--- src/rtl/hier_node_router.sv ---
// hier_node_router: one node of the routing tree.
//   Parent request  : p_req_valid/ready/dest/data -> registered stage -> child selected by dest
//   Child request   : c_req_valid (one-hot), c_req_ready, c_req_data (shared by all children)
//   Child response  : c_rsp_valid, c_rsp_ready (one-hot grant), c_rsp_data (child i at [i*DATA_W +: DATA_W])
//   Parent response : p_rsp_valid/ready/data/src, fed from a 2-entry FIFO
//   Status          : err_dest, err_unexp (sticky until rst), busy
// Each child has an outstanding-request counter. A request is only accepted
// while its target child is below MAX_OUTST, and the credit is reserved when
// the request is accepted.

// Per-child outstanding counter. An increment and a decrement in the same
// cycle cancel. A decrement at zero leaves the count at zero and raises unexp.
module hier_node_credit #(
    parameter int CNT_W = 3
) (
    input  logic             clk,
    input  logic             rst,
    input  logic             inc,
    input  logic             dec,
    output logic [CNT_W-1:0] cnt,
    output logic             unexp
);
    assign unexp = dec & (cnt == '0);

    always_ff @(posedge clk) begin
        if (rst)
            cnt <= '0;
        else if (inc & ~dec)
            cnt <= cnt + 1'b1;
        else if (dec & ~inc & (cnt != '0))
            cnt <= cnt - 1'b1;
    end
endmodule

module hier_node_router #(
    parameter  int NUM_CHILDREN = 5,
    parameter  int DATA_W       = 32,
    parameter  int MAX_OUTST    = 4,
    localparam int CHILD_W      = (NUM_CHILDREN > 1) ? $clog2(NUM_CHILDREN) : 1
) (
    input  logic                           clk,
    input  logic                           rst,
    input  logic                           p_req_valid,
    output logic                           p_req_ready,
    input  logic [CHILD_W-1:0]             p_req_dest,
    input  logic [DATA_W-1:0]              p_req_data,
    output logic [NUM_CHILDREN-1:0]        c_req_valid,
    input  logic [NUM_CHILDREN-1:0]        c_req_ready,
    output logic [DATA_W-1:0]              c_req_data,
    input  logic [NUM_CHILDREN-1:0]        c_rsp_valid,
    output logic [NUM_CHILDREN-1:0]        c_rsp_ready,
    input  logic [NUM_CHILDREN*DATA_W-1:0] c_rsp_data,
    output logic                           p_rsp_valid,
    input  logic                           p_rsp_ready,
    output logic [DATA_W-1:0]              p_rsp_data,
    output logic [CHILD_W-1:0]             p_rsp_src,
    output logic                           err_dest,
    output logic                           err_unexp,
    output logic                           busy
);
    localparam int CNT_W = $clog2(MAX_OUTST + 1);

    typedef struct packed {
        logic [CHILD_W-1:0] src;
        logic [DATA_W-1:0]  data;
    } rsp_ent_t;

    // ---------------- request stage ----------------
    logic                                 rq_vld;
    logic [CHILD_W-1:0]                   rq_dest;
    logic [DATA_W-1:0]                    rq_data;
    logic                                 dest_invalid, issue, accept;
    logic [NUM_CHILDREN-1:0][CNT_W-1:0]   outst;
    logic [CNT_W-1:0]                     dest_cnt;
    logic [NUM_CHILDREN-1:0]              cr_inc, cr_dec, cr_unexp;
    logic                                 any_outst;

    // Widened compare so that a power-of-two child count has no invalid dest.
    assign dest_invalid = {1'b0, p_req_dest} >= (CHILD_W+1)'(NUM_CHILDREN);
    assign issue        = rq_vld & c_req_ready[rq_dest];
    assign p_req_ready  = (~rq_vld | issue) & (dest_invalid | (dest_cnt < CNT_W'(MAX_OUTST)));
    assign accept       = p_req_valid & p_req_ready;
    assign c_req_data   = rq_data;

    // A mux loop rather than a direct index, because an invalid dest would
    // select past the end of outst.
    always_comb begin
        dest_cnt    = '0;
        any_outst   = 1'b0;
        c_req_valid = '0;
        for (int i = 0; i < NUM_CHILDREN; i++) begin
            if (p_req_dest == CHILD_W'(i))
                dest_cnt = outst[i];
            if (outst[i] != '0)
                any_outst = 1'b1;
        end
        if (rq_vld)
            c_req_valid[rq_dest] = 1'b1;
    end

    always_ff @(posedge clk) begin
        if (rst) begin
            rq_vld  <= 1'b0;
            rq_dest <= '0;
            rq_data <= '0;
        end else if (accept & ~dest_invalid) begin
            rq_vld  <= 1'b1;
            rq_dest <= p_req_dest;
            rq_data <= p_req_data;
        end else if (issue) begin
            rq_vld  <= 1'b0;
        end
    end

    for (genvar i = 0; i < NUM_CHILDREN; i++) begin : g_child
        assign cr_inc[i] = accept & ~dest_invalid & (p_req_dest == CHILD_W'(i));
        assign cr_dec[i] = c_rsp_valid[i] & c_rsp_ready[i];

        hier_node_credit #(.CNT_W(CNT_W)) u_credit (
            .clk   (clk),
            .rst   (rst),
            .inc   (cr_inc[i]),
            .dec   (cr_dec[i]),
            .cnt   (outst[i]),
            .unexp (cr_unexp[i])
        );
    end

    // ---------------- response arbiter + FIFO ----------------
    rsp_ent_t           fifo_mem [2];
    logic               fifo_wp, fifo_rp;
    logic [1:0]         fifo_cnt;
    logic               push, pop, arb_en;
    logic [CHILD_W-1:0] rr_ptr, gnt_idx;
    logic [DATA_W-1:0]  gnt_data;

    assign pop    = p_rsp_valid & p_rsp_ready;
    // A full FIFO still takes a grant when the head leaves in the same cycle.
    assign arb_en = (fifo_cnt != 2'd2) | pop;

    always_comb begin
        int j;
        push        = 1'b0;
        gnt_idx     = '0;
        gnt_data    = '0;
        c_rsp_ready = '0;
        j           = 0;
        if (arb_en) begin
            for (int k = 0; k < NUM_CHILDREN; k++) begin
                j = int'(rr_ptr) + k;
                if (j >= NUM_CHILDREN)
                    j = j - NUM_CHILDREN;
                if (!push && c_rsp_valid[j]) begin
                    push    = 1'b1;
                    gnt_idx = CHILD_W'(j);
                end
            end
        end
        if (push)
            c_rsp_ready[gnt_idx] = 1'b1;
        for (int i = 0; i < NUM_CHILDREN; i++)
            if (gnt_idx == CHILD_W'(i))
                gnt_data = c_rsp_data[i*DATA_W +: DATA_W];
    end

    always_ff @(posedge clk) begin
        if (rst) begin
            fifo_wp  <= 1'b0;
            fifo_rp  <= 1'b0;
            fifo_cnt <= 2'd0;
            rr_ptr   <= '0;
        end else begin
            if (push) begin
                fifo_wp <= ~fifo_wp;
                rr_ptr  <= (gnt_idx == CHILD_W'(NUM_CHILDREN - 1)) ? '0 : gnt_idx + 1'b1;
            end
            if (pop)
                fifo_rp <= ~fifo_rp;
            case ({push, pop})
                2'b10:   fifo_cnt <= fifo_cnt + 2'd1;
                2'b01:   fifo_cnt <= fifo_cnt - 2'd1;
                default: fifo_cnt <= fifo_cnt;
            endcase
        end
    end

    // Storage is not reset; the count and pointers qualify it. When full,
    // a push only happens together with a pop and lands in the slot being vacated.
    always_ff @(posedge clk) begin
        if (push)
            fifo_mem[fifo_wp] <= '{src: gnt_idx, data: gnt_data};
    end

    assign p_rsp_valid = (fifo_cnt != 2'd0);
    assign p_rsp_data  = fifo_mem[fifo_rp].data;
    assign p_rsp_src   = fifo_mem[fifo_rp].src;

    // ---------------- status ----------------
    always_ff @(posedge clk) begin
        if (rst) begin
            err_dest  <= 1'b0;
            err_unexp <= 1'b0;
        end else begin
            if (accept & dest_invalid)
                err_dest <= 1'b1;
            if (|cr_unexp)
                err_unexp <= 1'b1;
        end
    end

    assign busy = any_outst | rq_vld | (fifo_cnt != 2'd0);
endmodule

--- config.mk ---
export PLATFORM = sky130hd
export DESIGN_NAME = hier_node_router
export DESIGN_NICKNAME = d
export VERILOG_FILES = /design/src/rtl/hier_node_router.sv
export SDC_FILE = /design/constraint.sdc
export NUM_CORES = 1
export LEC_CHECK = 0
export ABC_AREA = 1
export BUFFER_PORTS_ARGS = -buffer_cell sky130_fd_sc_hd__buf_2
export CAP_MARGIN = 10
export CELL_PAD_IN_SITES_DETAIL_PLACEMENT = 1
export CELL_PAD_IN_SITES_GLOBAL_PLACEMENT = 1
export CORE_MARGIN = 4
export CORE_UTILIZATION = 36
export DETAILED_ROUTE_END_ITERATION = 12
export PLACE_DENSITY_LB_ADDON = 0.1
export SLEW_MARGIN = 10
export SYNTH_ARGS = -nofsm -noshare
export SYNTH_HDL_FRONTEND = slang
export SYNTH_SLANG_ARGS = --single-unit
--- constraint.sdc ---
create_clock -name clk -period 5.8 [get_ports clk]
set_input_delay 0.29 -clock clk [delete_from_list [all_inputs] [get_ports clk]]
set_output_delay 0.29 -clock clk [all_outputs]
set_load 0.01 [all_outputs]
==> summary.md <==
| Metric | Value |
|---|---|
| WL per Instance | 17.94 um |
| Post-Layout Cell Count | approximately 1600 |
| Row count | 55 |
| TritonCTS Sinks | 131 |
| All-Layer GR Usage | 0.2267 |
| Distinct cell type count after synthesis | 44 |
| Post-cts sizing count | 0 |
| Post-route ant nets | 0 |
| Area of the core | 0.02257 mm^2 |
| Antenna violations before repair | 7 |
| Post-CTS Setup Inserts | 0 |
| Worst hold stages | 3 |
| Die H | about 160 um |
| Nets@finish | around 1600 |
| Clock Path Buffers | 2 |
| Cell at the slowest stage of the critical path | nand2_2 |
| Mapped Area | 0.008219 mm^2 |
| P&R area growth vs syn | 27.54% |
| CP Class | flip-flop to flip-flop |
| Hold-fix buffers, CTS | 0 |
| Ys Warns | 0 |
| Compound-gate portion of the synthesized area | 0.07962 |
| Final setup TNS | 0 ps |
| Hold Path Class | primary input to flip-flop |
| Hold Path Sink | c_req_data[15] |
| Fin. Hold Viols | 0 |
| First-pass GRT wire length | about 47000 um |
| Total Wirelength | 29520 um |
| Sequential area share after synthesis | 0.4043 |
| Reg2reg start | rr_ptr[2] |
| Die ar. | 0.02531 mm^2 |
| CTS tree | done |
| Post-Synth Simple-Gate Area | 0.3408 |
| Largest net degree at the start of global routing | 73 |
| DP Wirelength | 21550 um |
| # H-tree levels | 4 |
| Die W | 159.1 um |
| Fmax | between 200 and 250 MHz |
| Post-route clock period utilization | 0.8132 |
| Initial DRC count | roughly 570 |
| Worst reg-to-reg setup slack | roughly 1100 ps |
| Cells on worst reg2reg path | 17 |
| Adder-Cell Fraction of Synth Area | 0.03958 |
| Layout cells sized above 1 | 0.3083 |
| Max-Cap Viols | 0 |
| Cells along the critical path | inv_2 > ha_1 > nand2_1 > nand3_2 > nand2_1 > xor2_1 > or2_1 > nand2_2 > nor2_4 > nand3_4 > nor2_2 > nor2_4 > nand2_8 > nand2_2 > or2_2 > nand3_1 > a21oi_1 |
| Clock Latency Late Sink | 420 ps |
| CTS root buf | clkbuf_16 |
| Setup crit end kind | flip-flop |
| Cells after DPL | 1609 |
| Worst EP arrival | roughly 4900 ps |
| I/O pins | 291 |
| Drt pass-1 iters | 7 |
| Vias per inst | 5.117 |
| Startpoint types | flip-flop |
| Via count | 8418 |
| CP required | 5970 ps |
| Critical-path maximum fanout | ~70 |
| Worst Clk Skew | 12.76 ps |
| Worst Path Buf+Inv | 1 |
| Min Tclk post-route | 4716 ps |
| RePlAce Congestion | ~0.86 |
| GR Overflow Total | 0 |
| Largest family of logic cells by synthesized area | simple AND/OR/NAND/NOR gates |
| Hold Crit Start | p_req_data[15] |
| Post-synthesis register bit count | around 130 |
| Mux cell area share after synthesis | 0.04795 |
| Worst Tran Pin Value | around 1200 ps |
| Top delay family on crit path | simple AND/OR/NAND/NOR gates |
| R2r endpoint | fifo_mem[1][2] |
| Commonest non-fill, non-tap cells in the layout | buf_2 (290), nand2_1 (176), nand3_1 (152) |
| Clk slew on worst S/H paths | 70 ps |
| Fin worst setup slack | 1084 ps |
| Setup Viol. Count Final | 0 |
| # DRC | 0 |
| FILL cells | between 2000 and 3000 |
| Syn_area_per_cell | 7.603 um^2 |
| Vias in the first global route | 8825 |
| Num CTS Buffers | 17 |
| DP Worst Slack | about 1100 ps |
| Status | completed |
| I/O Buffers | 290 |
| Critical Path Max Stage Delay | 700 ps |
| Net Count, Synth | 1313 |
| Max-slew headroom | 0.2118 |
| Cells after Synth | 1081 |
| Max-slew violations | 0 |
| Post-synthesis xor/xnor area fraction | 0.003197 |
| Worst setup startpoint | rr_ptr[2] |
| Unrepaired setup endpoints after global routing | no |
| Initial core utilization | 0.3641 |
| Most common cell after layout, fill and taps aside | buf_2 |
==> synth_stat cells, drive strengths merged <==
master / number / area [um^2]
nor3: 10 / 50.05
a21oi: 57 / 289.0
or2: 35 / 219.0
xnor2: 1 / 8.760
ha: 18 / 225.2
o2111ai: 1 / 8.760
dfxtp: 61 / 1221
nand3: 161 / 858.3
edfxtp: 70 / 2102
nand3b: 3 / 22.52
nor2: 151 / 596.8
a22oi: 2 / 15.01
o21ai: 59 / 295.3
fa: 5 / 100.1
nand4: 39 / 244.0
o211ai: 1 / 7.510
nor4: 1 / 6.260
clkbuf: 32 / 121.4
mux2: 35 / 394.1
inv: 112 / 420.4
buf: 24 / 152.6
a21boi: 1 / 7.510
o21bai: 1 / 7.510
nand2: 196 / 804.5
o22ai: 1 / 6.260
xor2: 2 / 17.52
o21a: 1 / 7.510
o211a: 1 / 10.01
==> cells by family (layout without fill, tap and decap cells) <==
logic type,count (synthesis),after routing
adder cells (fa/ha/maj),23,23
other,0,4
AO/OA/AOI/OAI,125,125
XOR/XNOR,3,3
flip-flops,131,131
multiplexers,35,35
buffers and inverters,168,443
AND/OR/NAND/NOR,596,596
==> per-stage QoR <==
step | hold WS (ps) | util | cell area (um^2)
6_report | 83.68 | 0.4644 | 10480
5_1_grt | 71.58 | 0.4644 | 10480
4_1_cts | 65.66 | 0.4640 | 10470
3_5_place_dp | 439.5 | 0.4365 | 9853
3_3_place_gp | 428.1 | 0.4365 | 9853
2_1_floorplan | 424.9 | - | 8219
==> worst min-delay path: stages <==
cell	delay, ps
buf_2	70
nor2_1	30
nor2_1	80
==> final cells by class <==
cell class | instances | area (um^2) | area share
antenna | 4 | 10.01 | 0.0009549
timing repair buffer | 299 | 1531 | 0.1461
tap | 285 | 356.6 | 0.03402
multi-input combinational | 782 | 4220 | 0.4026
sequential | 131 | 3324 | 0.3171
inverter | 112 | 420.4 | 0.04010
clock inverter | 12 | 130.1 | 0.01241
clock buffer | 20 | 489.2 | 0.04667
==> layer usage <==
layer / wire [um] / vias up / track usage
met2: 14230 / 270 / 0.3840
met4: 621 / 2 / 0.07890
met5: 13 / - / 0
met3: 2125 / 45 / 0.06963
met1: 12530 / 3974 / 0.2740
li1: - / 4127 / -
==> registers in the layout, summed over array words and instances (netlist names), named ones only <==
register              count
err_dest                  1
rq_dest                   3
rr_ptr                    3
g_child.u_credit.cnt     15
fifo_rp                   1
fifo_mem                 70
c_req_data               32
fifo_cnt                  2
rq_vld                    1
fifo_wp                   1
err_unexp                 1
==> how the worst max path moves through the flow <==
| stage | slack [ps] | end | cells after the start |
|---|---|---|---|
| 4_1_cts | 1050 | fifo_mem[1][2] | 17 |
| 3_5_place_dp | 1060 | fifo_mem[1][1] | 17 |
| 6_report | 1080 | fifo_mem[1][2] | 17 |
| 2_1_floorplan | 1780 | fifo_mem[1][0] | 14 |
| 5_1_grt | 620 | fifo_mem[1][2] | 18 |
| 3_3_place_gp | 1210 | fifo_mem[0][31] | 17 |
Power is not shown: default switching activity piles up to over one toggle a cycle in this logic, so the estimate is an artifact.
